--- src/rtl/mul_div_unit.sv ---
// -----------------------------------------------------------------------------
// mul_div_unit
//   Multi-cycle signed multiply/divide engine that sits directly below the
//   control unit. It takes one operation per start strobe. MUL uses radix-2
//   Booth recoding, one step per cycle. DIV uses restoring division on operand
//   magnitudes, one step per cycle, and then applies the signs (the quotient
//   truncates toward zero). The 2*WIDTH result goes to Zhi/Zlo, which feed the
//   Zhiout/Zloout bus drivers.
//
// Ports
//   clk          in   1      system clock, rising edge
//   reset        in   1      asynchronous, active-low reset
//   start        in   1      operation request, sampled only in IDLE
//   MUL          in   1      select multiply (exactly one of MUL/DIV must be set)
//   DIV          in   1      select divide
//   A            in   WIDTH  multiplicand / dividend (signed)
//   B            in   WIDTH  multiplier / divisor (signed)
//   Zhi          out  WIDTH  MUL: product high half; DIV: remainder
//   Zlo          out  WIDTH  MUL: product low half;  DIV: quotient
//   busy         out  1      high in every state except IDLE
//   done         out  1      one-cycle pulse, result valid
//   div_by_zero  out  1      set with done for DIV by 0, held until next accept
//
// Timing: the accept edge is E0. WIDTH iteration edges follow, then one
// finalize edge loads Zhi/Zlo and enters DONE. done is therefore high in the
// cycle after edge E(WIDTH+1). A divide by zero skips the iterations and
// reaches DONE after edge E2.
// -----------------------------------------------------------------------------
module mul_div_unit #(
  parameter int WIDTH = 32,
  parameter int CNT_W = 6
) (
  input  logic             clk,
  input  logic             reset,
  input  logic             start,
  input  logic             MUL,
  input  logic             DIV,
  input  logic [WIDTH-1:0] A,
  input  logic [WIDTH-1:0] B,
  output logic [WIDTH-1:0] Zhi,
  output logic [WIDTH-1:0] Zlo,
  output logic             busy,
  output logic             done,
  output logic             div_by_zero
);

  typedef enum logic [1:0] {
    S_IDLE    = 2'd0,
    S_MUL_RUN = 2'd1,
    S_DIV_RUN = 2'd2,
    S_DONE    = 2'd3
  } state_t;

  state_t r_state;
  state_t w_next_state;

  // The operands are latched at accept. Later changes on the input pins are
  // ignored until the unit is back in IDLE.
  logic [WIDTH-1:0] r_a;
  logic [WIDTH-1:0] r_b;
  logic [CNT_W-1:0] r_cnt;
  // r_p_hi has one guard bit. Booth's +/-A on the most negative A would
  // otherwise overflow the high half and corrupt the arithmetic shift.
  // In DIV mode r_p_hi holds the partial remainder and r_p_lo the quotient.
  logic [WIDTH:0]   r_p_hi;
  logic [WIDTH-1:0] r_p_lo;
  logic             r_q_m1;
  logic [WIDTH-1:0] r_zhi;
  logic [WIDTH-1:0] r_zlo;
  logic             r_dbz;

  logic             w_accept;
  logic             w_last;
  logic             w_div_zero;
  logic [WIDTH:0]   w_a_ext;
  logic [WIDTH:0]   w_booth_sum;
  logic [WIDTH-1:0] w_b_mag;
  logic [WIDTH:0]   w_rem_sh;
  logic [WIDTH:0]   w_rem_diff;
  logic [WIDTH-1:0] w_quot_fix;
  logic [WIDTH-1:0] w_rem_fix;

  assign w_accept   = (r_state == S_IDLE) && start && (MUL ^ DIV);
  assign w_last     = (r_cnt == '0);
  assign w_div_zero = (r_b == '0);

  // Booth step: recode {P_lo[0], q_-1} into +A, -A or no change.
  assign w_a_ext = {r_a[WIDTH-1], r_a};

  always_comb begin
    // NOTE: default first, so no path leaves w_booth_sum unassigned (no latch).
    w_booth_sum = r_p_hi;
    case ({r_p_lo[0], r_q_m1})
      2'b01:   w_booth_sum = r_p_hi + w_a_ext;
      2'b10:   w_booth_sum = r_p_hi - w_a_ext;
      default: w_booth_sum = r_p_hi;
    endcase
  end

  // Restoring step on magnitudes. The unsigned negation of the most negative
  // value gives 2^(WIDTH-1), which is the correct magnitude. The remainder is
  // always below |B| <= 2^(WIDTH-1), so the top bit of the difference is a
  // reliable borrow flag.
  assign w_b_mag    = r_b[WIDTH-1] ? (~r_b + 1'b1) : r_b;
  assign w_rem_sh   = {r_p_hi[WIDTH-1:0], r_p_lo[WIDTH-1]};
  assign w_rem_diff = w_rem_sh - {1'b0, w_b_mag};

  // Sign fix-up: quotient sign = sign(A) ^ sign(B); remainder follows A.
  assign w_quot_fix = (r_a[WIDTH-1] ^ r_b[WIDTH-1]) ? (~r_p_lo + 1'b1) : r_p_lo;
  assign w_rem_fix  = r_a[WIDTH-1] ? (~r_p_hi[WIDTH-1:0] + 1'b1)
                                   : r_p_hi[WIDTH-1:0];

  // State register.
  always_ff @(posedge clk or negedge reset) begin
    if (!reset) begin
      r_state <= S_IDLE;
    end else begin
      // NOTE: non-blocking assignment for every register, so all flops see
      // pre-edge values regardless of block order.
      r_state <= w_next_state;
    end
  end

  // Next-state logic.
  always_comb begin
    w_next_state = r_state;
    case (r_state)
      S_IDLE: begin
        if (w_accept) w_next_state = MUL ? S_MUL_RUN : S_DIV_RUN;
      end
      S_MUL_RUN, S_DIV_RUN: begin
        if (w_last) w_next_state = S_DONE;
      end
      S_DONE:  w_next_state = S_IDLE;
      default: w_next_state = S_IDLE;
    endcase
  end

  // Datapath and result registers.
  always_ff @(posedge clk or negedge reset) begin
    if (!reset) begin
      // NOTE: every datapath register is reset, so a mid-operation reset
      // leaves no stale operand or partial result behind.
      r_a    <= '0;
      r_b    <= '0;
      r_cnt  <= '0;
      r_p_hi <= '0;
      r_p_lo <= '0;
      r_q_m1 <= 1'b0;
      r_zhi  <= '0;
      r_zlo  <= '0;
      r_dbz  <= 1'b0;
    end else begin
      case (r_state)
        S_IDLE: begin
          if (w_accept) begin
            r_a    <= A;
            r_b    <= B;
            r_cnt  <= CNT_W'(WIDTH);
            r_dbz  <= 1'b0;
            r_q_m1 <= 1'b0;
            r_p_hi <= '0;
            // MUL starts from {0, B, 0}. DIV starts from {0, |A|}, and
            // |A| is derived from the A input seen at this edge.
            r_p_lo <= MUL ? B : (A[WIDTH-1] ? (~A + 1'b1) : A);
          end
        end
        S_MUL_RUN: begin
          if (w_last) begin
            r_zhi <= r_p_hi[WIDTH-1:0];
            r_zlo <= r_p_lo;
          end else begin
            // Arithmetic right shift of {P_hi, P_lo, q_-1}.
            r_p_hi <= {w_booth_sum[WIDTH], w_booth_sum[WIDTH:1]};
            r_p_lo <= {w_booth_sum[0], r_p_lo[WIDTH-1:1]};
            r_q_m1 <= r_p_lo[0];
            r_cnt  <= r_cnt - 1'b1;
          end
        end
        S_DIV_RUN: begin
          if (w_last) begin
            if (w_div_zero) begin
              r_zlo <= '1;
              r_zhi <= r_a;
              r_dbz <= 1'b1;
            end else begin
              r_zlo <= w_quot_fix;
              r_zhi <= w_rem_fix;
            end
          end else if (w_div_zero) begin
            // Divisor is zero: skip the iterations and finalize on the next edge.
            r_cnt <= '0;
          end else begin
            if (!w_rem_diff[WIDTH]) begin
              r_p_hi <= {1'b0, w_rem_diff[WIDTH-1:0]};
              r_p_lo <= {r_p_lo[WIDTH-2:0], 1'b1};
            end else begin
              r_p_hi <= {1'b0, w_rem_sh[WIDTH-1:0]};
              r_p_lo <= {r_p_lo[WIDTH-2:0], 1'b0};
            end
            r_cnt <= r_cnt - 1'b1;
          end
        end
        default: ;
      endcase
    end
  end

  assign busy        = (r_state != S_IDLE);
  assign done        = (r_state == S_DONE);
  assign Zhi         = r_zhi;
  assign Zlo         = r_zlo;
  assign div_by_zero = r_dbz;

endmodule

--- config.mk ---
export PLATFORM = sky130hd
export DESIGN_NAME = mul_div_unit
export DESIGN_NICKNAME = d
export VERILOG_FILES = /design/src/rtl/mul_div_unit.sv
export SDC_FILE = /design/constraint.sdc
export NUM_CORES = 1
export LEC_CHECK = 0
export ABC_AREA = 0
export BUFFER_PORTS_ARGS = -buffer_cell sky130_fd_sc_hd__buf_2
export CORE_ASPECT_RATIO = 0.7
export CORE_MARGIN = 10
export CORE_UTILIZATION = 45
export CTS_BUF_LIST = sky130_fd_sc_hd__clkbuf_4
export CTS_CLUSTER_DIAMETER = 80
export DETAILED_ROUTE_END_ITERATION = 8
export PLACE_DENSITY = 0.66
export RECOVER_POWER = 100
export SLEW_MARGIN = 25
export SYNTH_ARGS = -nofsm -noshare
export SYNTH_HDL_FRONTEND = slang
export SYNTH_SLANG_ARGS = --single-unit
export TNS_END_PERCENT = 5
--- constraint.sdc ---
create_clock -name clk -period 8.3 [get_ports clk]
set_clock_uncertainty 0.2 [all_clocks]
set_input_delay 1.66 -clock clk [delete_from_list [all_inputs] [get_ports clk]]
set_output_delay 1.66 -clock clk [all_outputs]
set_load 0.1 [all_outputs]
==> results of run 1 <==
[registers in the layout, indices dropped and copies added, names as in the netlist]
name and flops:
r_p_hi 33, Zhi 32, Zlo 32, r_a 32, r_b 32, r_p_lo 32
r_cnt 6, r_state 2, div_by_zero 1, r_q_m1 1
[cell type report]
| type | instances | area share, % |
|---|---|---|
| repair buffers | 154 | 4.038 |
| flip-flops and latches | 203 | 28.47 |
| clock inverters | 9 | 0.2384 |
| clock buffers | 75 | 3.155 |
| diodes | 2 | 0.02804 |
| well taps | 480 | 3.365 |
| inverters | 44 | 0.9255 |
| multi-input cells | 1759 | 59.78 |
[metal layers]
metal | wire [um] | track usage [%] | up-vias
li1 | - | - | 7747
met4 | 1391 | 6.229 | 0
met5 | 0 | 0 | -
met1 | 27630 | 37.26 | 7676
met2 | 22540 | 33.02 | 787
met3 | 6808 | 7.586 | 95
[cells by family (layout without fill, tap and decap cells)]
group | after synthesis | after routing | synth area share, %
muxes | 25 | 25 | 1.624
buffers and inverters | 180 | 282 | 4.576
and+or+nand+nor | 793 | 793 | 21.65
DFF | 203 | 203 | 30.81
adders and majority gates | 78 | 78 | 6.010
AOI/OAI and AO/OA | 676 | 676 | 25.39
other | 0 | 2 | 0
xor gates and xnor gates | 187 | 187 | 9.934
[per-stage QoR]
step                      hold WS, ns  setup slack, ns
after detailed placement       0.2709            2.598
final                          0.2766            1.424
after CTS                      0.2847            2.521
after global routing           0.2996            1.045
after global placement         0.2636            2.637
after floorplan                0.2805            3.468
[worst max-delay path by stage]
stage | slack [ns] | depth (start not counted) | to | from
6_report | 1.42 | 7 | r_a[21] | MUL
5_1_grt | 1.04 | 7 | r_b[1] | MUL
4_1_cts | 2.52 | 18 | r_p_hi[16] | r_b[7]
3_5_place_dp | 2.60 | 18 | r_p_hi[16] | r_b[7]
3_3_place_gp | 2.64 | 18 | r_p_hi[16] | r_b[7]
2_1_floorplan | 3.47 | 18 | r_p_hi[20] | r_b[7]
[worst max-delay path: cells and delay by family]
kind	cells	cell delay (ns)
compound gates	1	0.24
simple gates	2	0.90
buf+inv	3	4.13
xor+xnor	1	0.28
[placed cells by master (no fill, tap or decap), drive strengths merged, types with 43 or more instances in the layout]
cell | synthesis | layout
nand2 | 419 | 419
o21ai | 261 | 261
dfrtp | 203 | 203
nor2 | 183 | 183
clkbuf | 105 | 149
a21oi | 137 | 137
xor2 | 100 | 100
xnor2 | 87 | 87
buf | 31 | 80
ha | 76 | 76
a22oi | 56 | 56
inv | 44 | 43
==> results.toml, run 1 <==
[synthesis]
yosysTopAreaCell = "dfrtp_1"
syn_inst = 2142
ys_top_cells_by_count = "419 x nand2_1, 203 x dfrtp_1, 182 x nor2_1, 149 x o21ai_0, 135 x a21oi_1"
synth_flop_cell = "dfrtp_1"
synth_most_common_cell = "nand2_1"
synth_area_leaders = "dfrtp_1 31%, nand2_1 9.5%, ha_1 5.8%, xor2_1 5.3%, xnor2_1 4.6%"
ys_warn_count = 0
seq_area_frac_synth_pct = 30.81
synth_edf_count = 0
yosysTopAreaCellShare_pct = 30.81
syn-num-nets = 2289
async_flop_share_pct = 100.0
synth-seq-cells = 203
ys_types = 87
syn_area_sq_um = 16490
syn_area_per_cell_sq_um = 7.697

[final_layout]
fillers = 3588
final_area_sq_um = 17850
drive_above_1_share_pct = 9.447
area_delta_synth_final_pct = 8.242
multi_input_area_sq_um = 10670
final_util_pct = 49.48
ff_latch_area_sq_um = 5080
stdcell_count = 2726
fin_nets = 2362

[flow_run]
drv_cap = 6

[critical_path]
critical_path_class = "in -> reg"
r2r_start = "r_b[14]"
worstSetupEndpointType = "flip-flop"
crit_path_max_fanout = 74
worstSetupStartpointType = "input port"
r2r_cells = 10
crit_chain = "buf_2, clkbuf_1, xor2_1, and3_2, clkbuf_1, nand2_1, o21ai_0"
required_ns = 8.71
cp.arrival_ns = 7.28
cpPeakStageDelay_ns = 2.26
timing.critical_path.mode_cell = "clkbuf_1"
reg2reg_to = "r_p_hi[26]"
regToRegSetupSlack_ns = 1.75
slowest_stage = "clkbuf_1"

[routing]
dr.pass1.iters = 6
drt_iter0_markers = 1831
vias_per_cell = 5.981
finalWirelength_um = 58370
num_vias = 16310
drc_errors = 0
wl_per_cell_um = 21.41
antenna_left = 0

[clocking]
cts_resized = 0
cts.sinks = 203
cts_buffers = 53
insertion_delay_ns = 0.74
clkTransAtPathRegs_ns = 0.07
hold_buffers = 0
cts_setup_buffers = 0
htree_levels = 2
clockRootBuffer = "clkbuf_4"
clockBufferDepth = 3
cts_tree = "built"

[timing]
slew_viol_final = 332
period_needed_ns = 6.876
finalSetupViolCount = 0
rsz0062_at_grt = "no"
fmax_mhz = 145.4
hold_viol = 0
finalCritPeriodShare_pct = 82.84
worst_pin_slew_ns = 3.609
fin_setup_tns_ns = 0
slew_headroom_pct = -140.6

[placement]
dpl_cell_area_sq_um = 17370
gp_congestion = 1.000
numPortBuffers = 135
dp.cells = 2640
dp_hpwl_um = 44970

[floorplan]
coreArea_sq_um = 36070
start_util_pct = 45.71
ios = 136
die_w_um = 248.8
die_y_um = 180.1
dieArea_sq_um = 44820
core.rowCount = 58

[global_routing]
track_usage_pct = 24.78
grt_pass1_wl_um = 89380
overflow = 0
grt_pass1_vias = 14740
antenna_found_initial = 1
grt_max_degree = 98

[min_path]
min_path_type = "reg -> reg"
hold_end = "Zhi[31]"
whs_path_depth = 2
worstHoldStart = "Zhi[31]"

[status]
violations = "max-capacitance violations, max-slew violations"
status = "finished with violations"
Power of run 1 is not shown: default switching activity piles up to over one toggle a cycle in this logic, so the estimate is an artifact.
==> inputs of run 2 (changes only) <==
==> constraint.sdc (replaced) <==
create_clock -name clk -period 6.7 [get_ports clk]
set_clock_uncertainty 0.2 [all_clocks]
set_input_delay 1.34 -clock clk [delete_from_list [all_inputs] [get_ports clk]]
set_output_delay 1.34 -clock clk [all_outputs]
set_load 0.1 [all_outputs]
==> run 2 against run 1 <==
Compared with the run above: the flow still finishes with violations (max-capacitance violations, max-slew violations); highest routed layer is now met5; count of clock-buffer cells in the layout down 9; worst setup slack worse by 0.73 ns; critical path type is now reg -> reg; critical endpoint is now r_p_lo[0]; sequential cell count unchanged; final area about the same; global-route usage up 0.17 points; hold slack about the same; sequential share of layout area about the same.
==> results.toml, run 2 (synthesis results as in run 1) <==
[status]
status = "finished with violations"
violations = "max-capacitance violations, max-slew violations"

[routing]
wl_per_cell_um = 21.36
vias_per_cell = 5.949
num_vias = 16240
dr.pass1.iters = 8
drc_errors = 0
finalWirelength_um = 58300
drt_iter0_markers = 1739
antenna_left = 0

[floorplan]
start_util_pct = 45.71
dieArea_sq_um = 44820
ios = 136
core.rowCount = 58
die_w_um = 248.8
die_y_um = 180.1
coreArea_sq_um = 36070

[clocking]
cts_setup_buffers = 0
insertion_delay_ns = 0.75
cts_resized = 0
hold_buffers = 0
clockBufferDepth = 3
cts_buffers = 53
htree_levels = 2
clockRootBuffer = "clkbuf_4"
cts_tree = "built"
cts.sinks = 203
clkTransAtPathRegs_ns = 0.07

[timing]
finalCritPeriodShare_pct = 89.71
finalSetupViolCount = 0
fmax_mhz = 166.4
period_needed_ns = 6.011
hold_viol = 0
worst_pin_slew_ns = 3.331
rsz0062_at_grt = "no"
slew_headroom_pct = -122.0
slew_viol_final = 105
fin_setup_tns_ns = 0

[final_layout]
area_delta_synth_final_pct = 8.325
final_common_cell = "nand2_1"
regMostFlops = "r_p_hi"
fillers = 3622
fin_nets = 2365
final_cell_mix = "419 x nand2_1, 218 x o21ai_0, 203 x dfrtp_1"
drive_above_1_share_pct = 9.079
largest_register_ff_count = 33

[flow_run]
drv_cap = 2

[critical_path]
crit_path_max_fanout = 60
reg2reg_to = "r_p_lo[0]"
required_ns = 7.13
regToRegSetupSlack_ns = 0.69
worstSetupEndpointType = "flip-flop"
cp.arrival_ns = 6.44
r2r_start = "r_b[7]"
cpPeakStageDelay_ns = 1.00
worstSetupStartpointType = "flip-flop"
slowest_stage = "nor2_4"
crit_buf_inv = 2
path_depth = 11
cp_top_family = "simple AND/OR/NAND/NOR gates"
critical_path_class = "reg -> reg"
crit_chain = "or3_1, or3_1, nor4_1, nand4_1, nor2_4, nand2_1, buf_4, nand2_1, buf_12, nor2_1, a22o_1"
r2r_cells = 11

[min_path]
hold_end = "Zhi[29]"
min_path_type = "reg -> reg"
worstHoldStart = "Zhi[29]"
whs_path_depth = 2

[global_routing]
track_usage_pct = 24.94
overflow = 0
antenna_found_initial = 2
grt_max_degree = 148
grt_pass1_wl_um = 89920
grt_pass1_vias = 15110

[placement]
numPortBuffers = 135
dp_hpwl_um = 44860
gp_congestion = 0.9730
## run 2: cell types whose count changed in the layout (fill, tap and decap cells not counted), sizes merged
cell	before	now
clkinv	8	15
bufinv	0	1
clkbuf	149	138
buf	80	85
inv	43	45
clkinvlp	2	1
## run 2: tightest hold or removal path: cells and delay by family (launching register included)
| kind | cells | cell delay (ns) |
|---|---|---|
| DFF | 1 | 0.35 |
| and+or+nand+nor | 2 | 0.10 |
## run 2: worst max path at each step
stage	from	end
2_1_floorplan	r_b[7]	r_p_hi[20]
3_3_place_gp	r_b[7]	r_p_hi[14]
3_5_place_dp	r_b[7]	r_p_hi[14]
4_1_cts	r_b[7]	r_p_hi[14]
5_1_grt	r_b[7]	r_p_hi[9]
6_report	r_b[7]	r_p_lo[0]
## run 2: final cells by class
class | count | area [sq um] | share of cell area, %
clock buffers | 66 | 495.5 | 2.774
clock inverters | 18 | 106.4 | 0.5955
flip-flops and latches | 203 | 5080 | 28.44
multi-input cells | 1759 | 10640 | 59.57
repair buffers | 157 | 768.2 | 4.302
well taps | 480 | 600.6 | 3.363
diodes | 2 | 5.005 | 0.02802
inverters | 44 | 165.2 | 0.9248
## run 2: metal layers
layer  GRT usage [%]  part of all wire (%)  vias up  wire, um
met1           37.11                    48     7669     27850
li1                -                     -     7757         -
met4           7.178                   2.5        2      1465
met3           7.557                    11       98      6431
met5           1.864                  0.20        -       116
met2           33.21                    38      710     22430
## run 2: through the flow
step	instances	instance area [sq um]	util (%)	setup slack (ns)	hold slack (ns)
floorplan	2142	16490	-	1.868	0.2805
global placement	2643	17410	48.28	1.272	0.2592
detailed placement	2643	17410	48.28	1.139	0.2661
CTS	2727	18010	49.95	1.080	0.2804
global route	2729	17860	49.52	0.3114	0.3033
finish	2729	17860	49.52	0.6892	0.2768
Power of run 2 is left out for the same reason.
==> inputs of run 3 (changes only) <==
--- a/config.mk
+++ b/config.mk
@@ -15,6 +15,7 @@
 export DETAILED_ROUTE_END_ITERATION = 8
 export PLACE_DENSITY = 0.66
 export RECOVER_POWER = 100
+export REMOVE_ABC_BUFFERS = 1
 export SLEW_MARGIN = 25
 export SYNTH_ARGS = -nofsm -noshare
 export SYNTH_HDL_FRONTEND = slang
==> run 3 against run 2 <==
Compared with the run above: the run still ends with max-capacitance violations, max-slew violations left; wire length fell by 5.3%; register-to-register slack better by 0.07 ns; hold slack better by 0.0028 ns; via count is essentially flat; die area stayed put; final area grew 0.57%; first-iteration DRC count is 6.7% lower; maximum frequency rose by 1.1%; non-clock buffer count stayed put; critical path depth is 7 higher; worst setup slack gained 0.067 ns; critical endpoint is now r_p_hi[2]; largest cell class unchanged; highest routed layer unchanged.
==> results.toml, run 3 (synthesis results as in run 1) <==
[clocking]
clkTransAtPathRegs_ns = 0.06
cts_resized = 0
cts_buffers = 54
htree_levels = 2
cts.sinks = 203
clockBufferDepth = 3
insertion_delay_ns = 0.74
cts_tree = "built"
hold_buffers = 0
clockRootBuffer = "clkbuf_4"
cts_setup_buffers = 0

[timing]
finalSetupViolCount = 0
rsz0062_at_grt = "no"
period_needed_ns = 5.944
fmax_mhz = 168.2
hold_viol = 0
fin_setup_tns_ns = 0
worst_pin_slew_ns = 3.951
slew_headroom_pct = -163.4
slew_viol_final = 187
finalCritPeriodShare_pct = 88.71

[routing]
drc_errors = 0
num_vias = 16220
finalWirelength_um = 55230
drt_iter0_markers = 1622
wl_per_cell_um = 20.22
dr.pass1.iters = 5
antenna_left = 0
vias_per_cell = 5.940

[floorplan]
die_w_um = 248.8
dieArea_sq_um = 44820
core.rowCount = 58
start_util_pct = 45.71
ios = 136
die_y_um = 180.1
coreArea_sq_um = 36070

[flow_run]
drv_cap = 3

[critical_path]
worstSetupStartpointType = "flip-flop"
required_ns = 7.10
cp.arrival_ns = 6.34
worstSetupEndpointType = "flip-flop"
critical_path_class = "reg -> reg"
crit_path_max_fanout = 44

[global_routing]
grt_pass1_wl_um = 87990
grt_pass1_vias = 15490
overflow = 0
antenna_found_initial = 2
grt_max_degree = 137
track_usage_pct = 23.87

[final_layout]
final_common_cell = "nand2_1"
fin_nets = 2366
final_cell_mix = "418 x nand2_1, 219 x o21ai_0, 203 x dfrtp_1"
ff_latch_area_sq_um = 5080
diodes = 0
fillers = 3590
largest_register_ff_count = 33
area_delta_synth_final_pct = 8.940
regMostFlops = "r_p_hi"
drive_above_1_share_pct = 9.551
multi_input_area_sq_um = 10680

[placement]
dp_hpwl_um = 40920
gp_congestion = 0.9238
numPortBuffers = 135

[status]
violations = "max-capacitance violations, max-slew violations"
status = "finished with violations"

[min_path]
min_path_type = "reg -> reg"
run 3: layer usage:
layer	GRT usage, %	up-vias	wire [um]
met1	33.79	7786	26220
met5	0	-	27
met3	4.684	95	3925
met4	6.083	4	1151
li1	-	7752	-
met2	36.38	585	23900
run 3: worst paths after layout:
check	startpoint	endpoint	slack (ns)	depth (start not counted)
worst min register to register	Zhi[31]	Zhi[31]	0.28	2
min in group asynchronous	reset	Zhi[21]	1.76	1
worst max-delay path	r_b[7]	r_p_hi[2]	0.76	18
max in group asynchronous	reset	r_a[8]	2.26	1
worst min-delay path	Zhi[31]	Zhi[31]	0.28	2
worst max register to register	r_b[7]	r_p_hi[2]	0.76	18
run 3: cell type report:
class / count / share of cell area (%)
inverters: 44 / 0.9195
clock buffers: 75 / 3.135
clock inverters: 13 / 0.5643
well taps: 480 / 3.344
multi-input cells: 1759 / 59.47
repair buffers: 157 / 4.284
flip-flops and latches: 203 / 28.28
run 3: critical path, cell delays in order (launching register included):
cell and delay, ns:
dfrtp_1 0.41, or3_1 0.39, or3_1 0.38, or3_1 0.41, nand2b_1 0.23, o41ai_1 0.34, xor2_1 0.18, ha_1 0.30
a21oi_1 0.20, o21ai_0 0.17, o221ai_1 0.28, a21boi_0 0.13, a311oi_1 0.58, mux2_1 0.44, nor2_4 0.33, buf_4 0.48
nor2_1 0.11, a21oi_1 0.13, o21ai_0 0.09
run 3: stage by stage:
step	hold slack [ns]	utilization (%)	setup WS [ns]	instances	area, sq um
floorplan	0.2805	-	0.02530	2006	15900
global route	0.3152	49.80	0.3907	2731	17960
CTS	0.2860	50.15	1.073	2731	18090
finish	0.2795	49.80	0.7562	2731	17960
detailed placement	0.2717	48.31	1.112	2643	17420
global placement	0.2547	48.28	1.252	2643	17410
Power of run 3 is left out for the same reason.
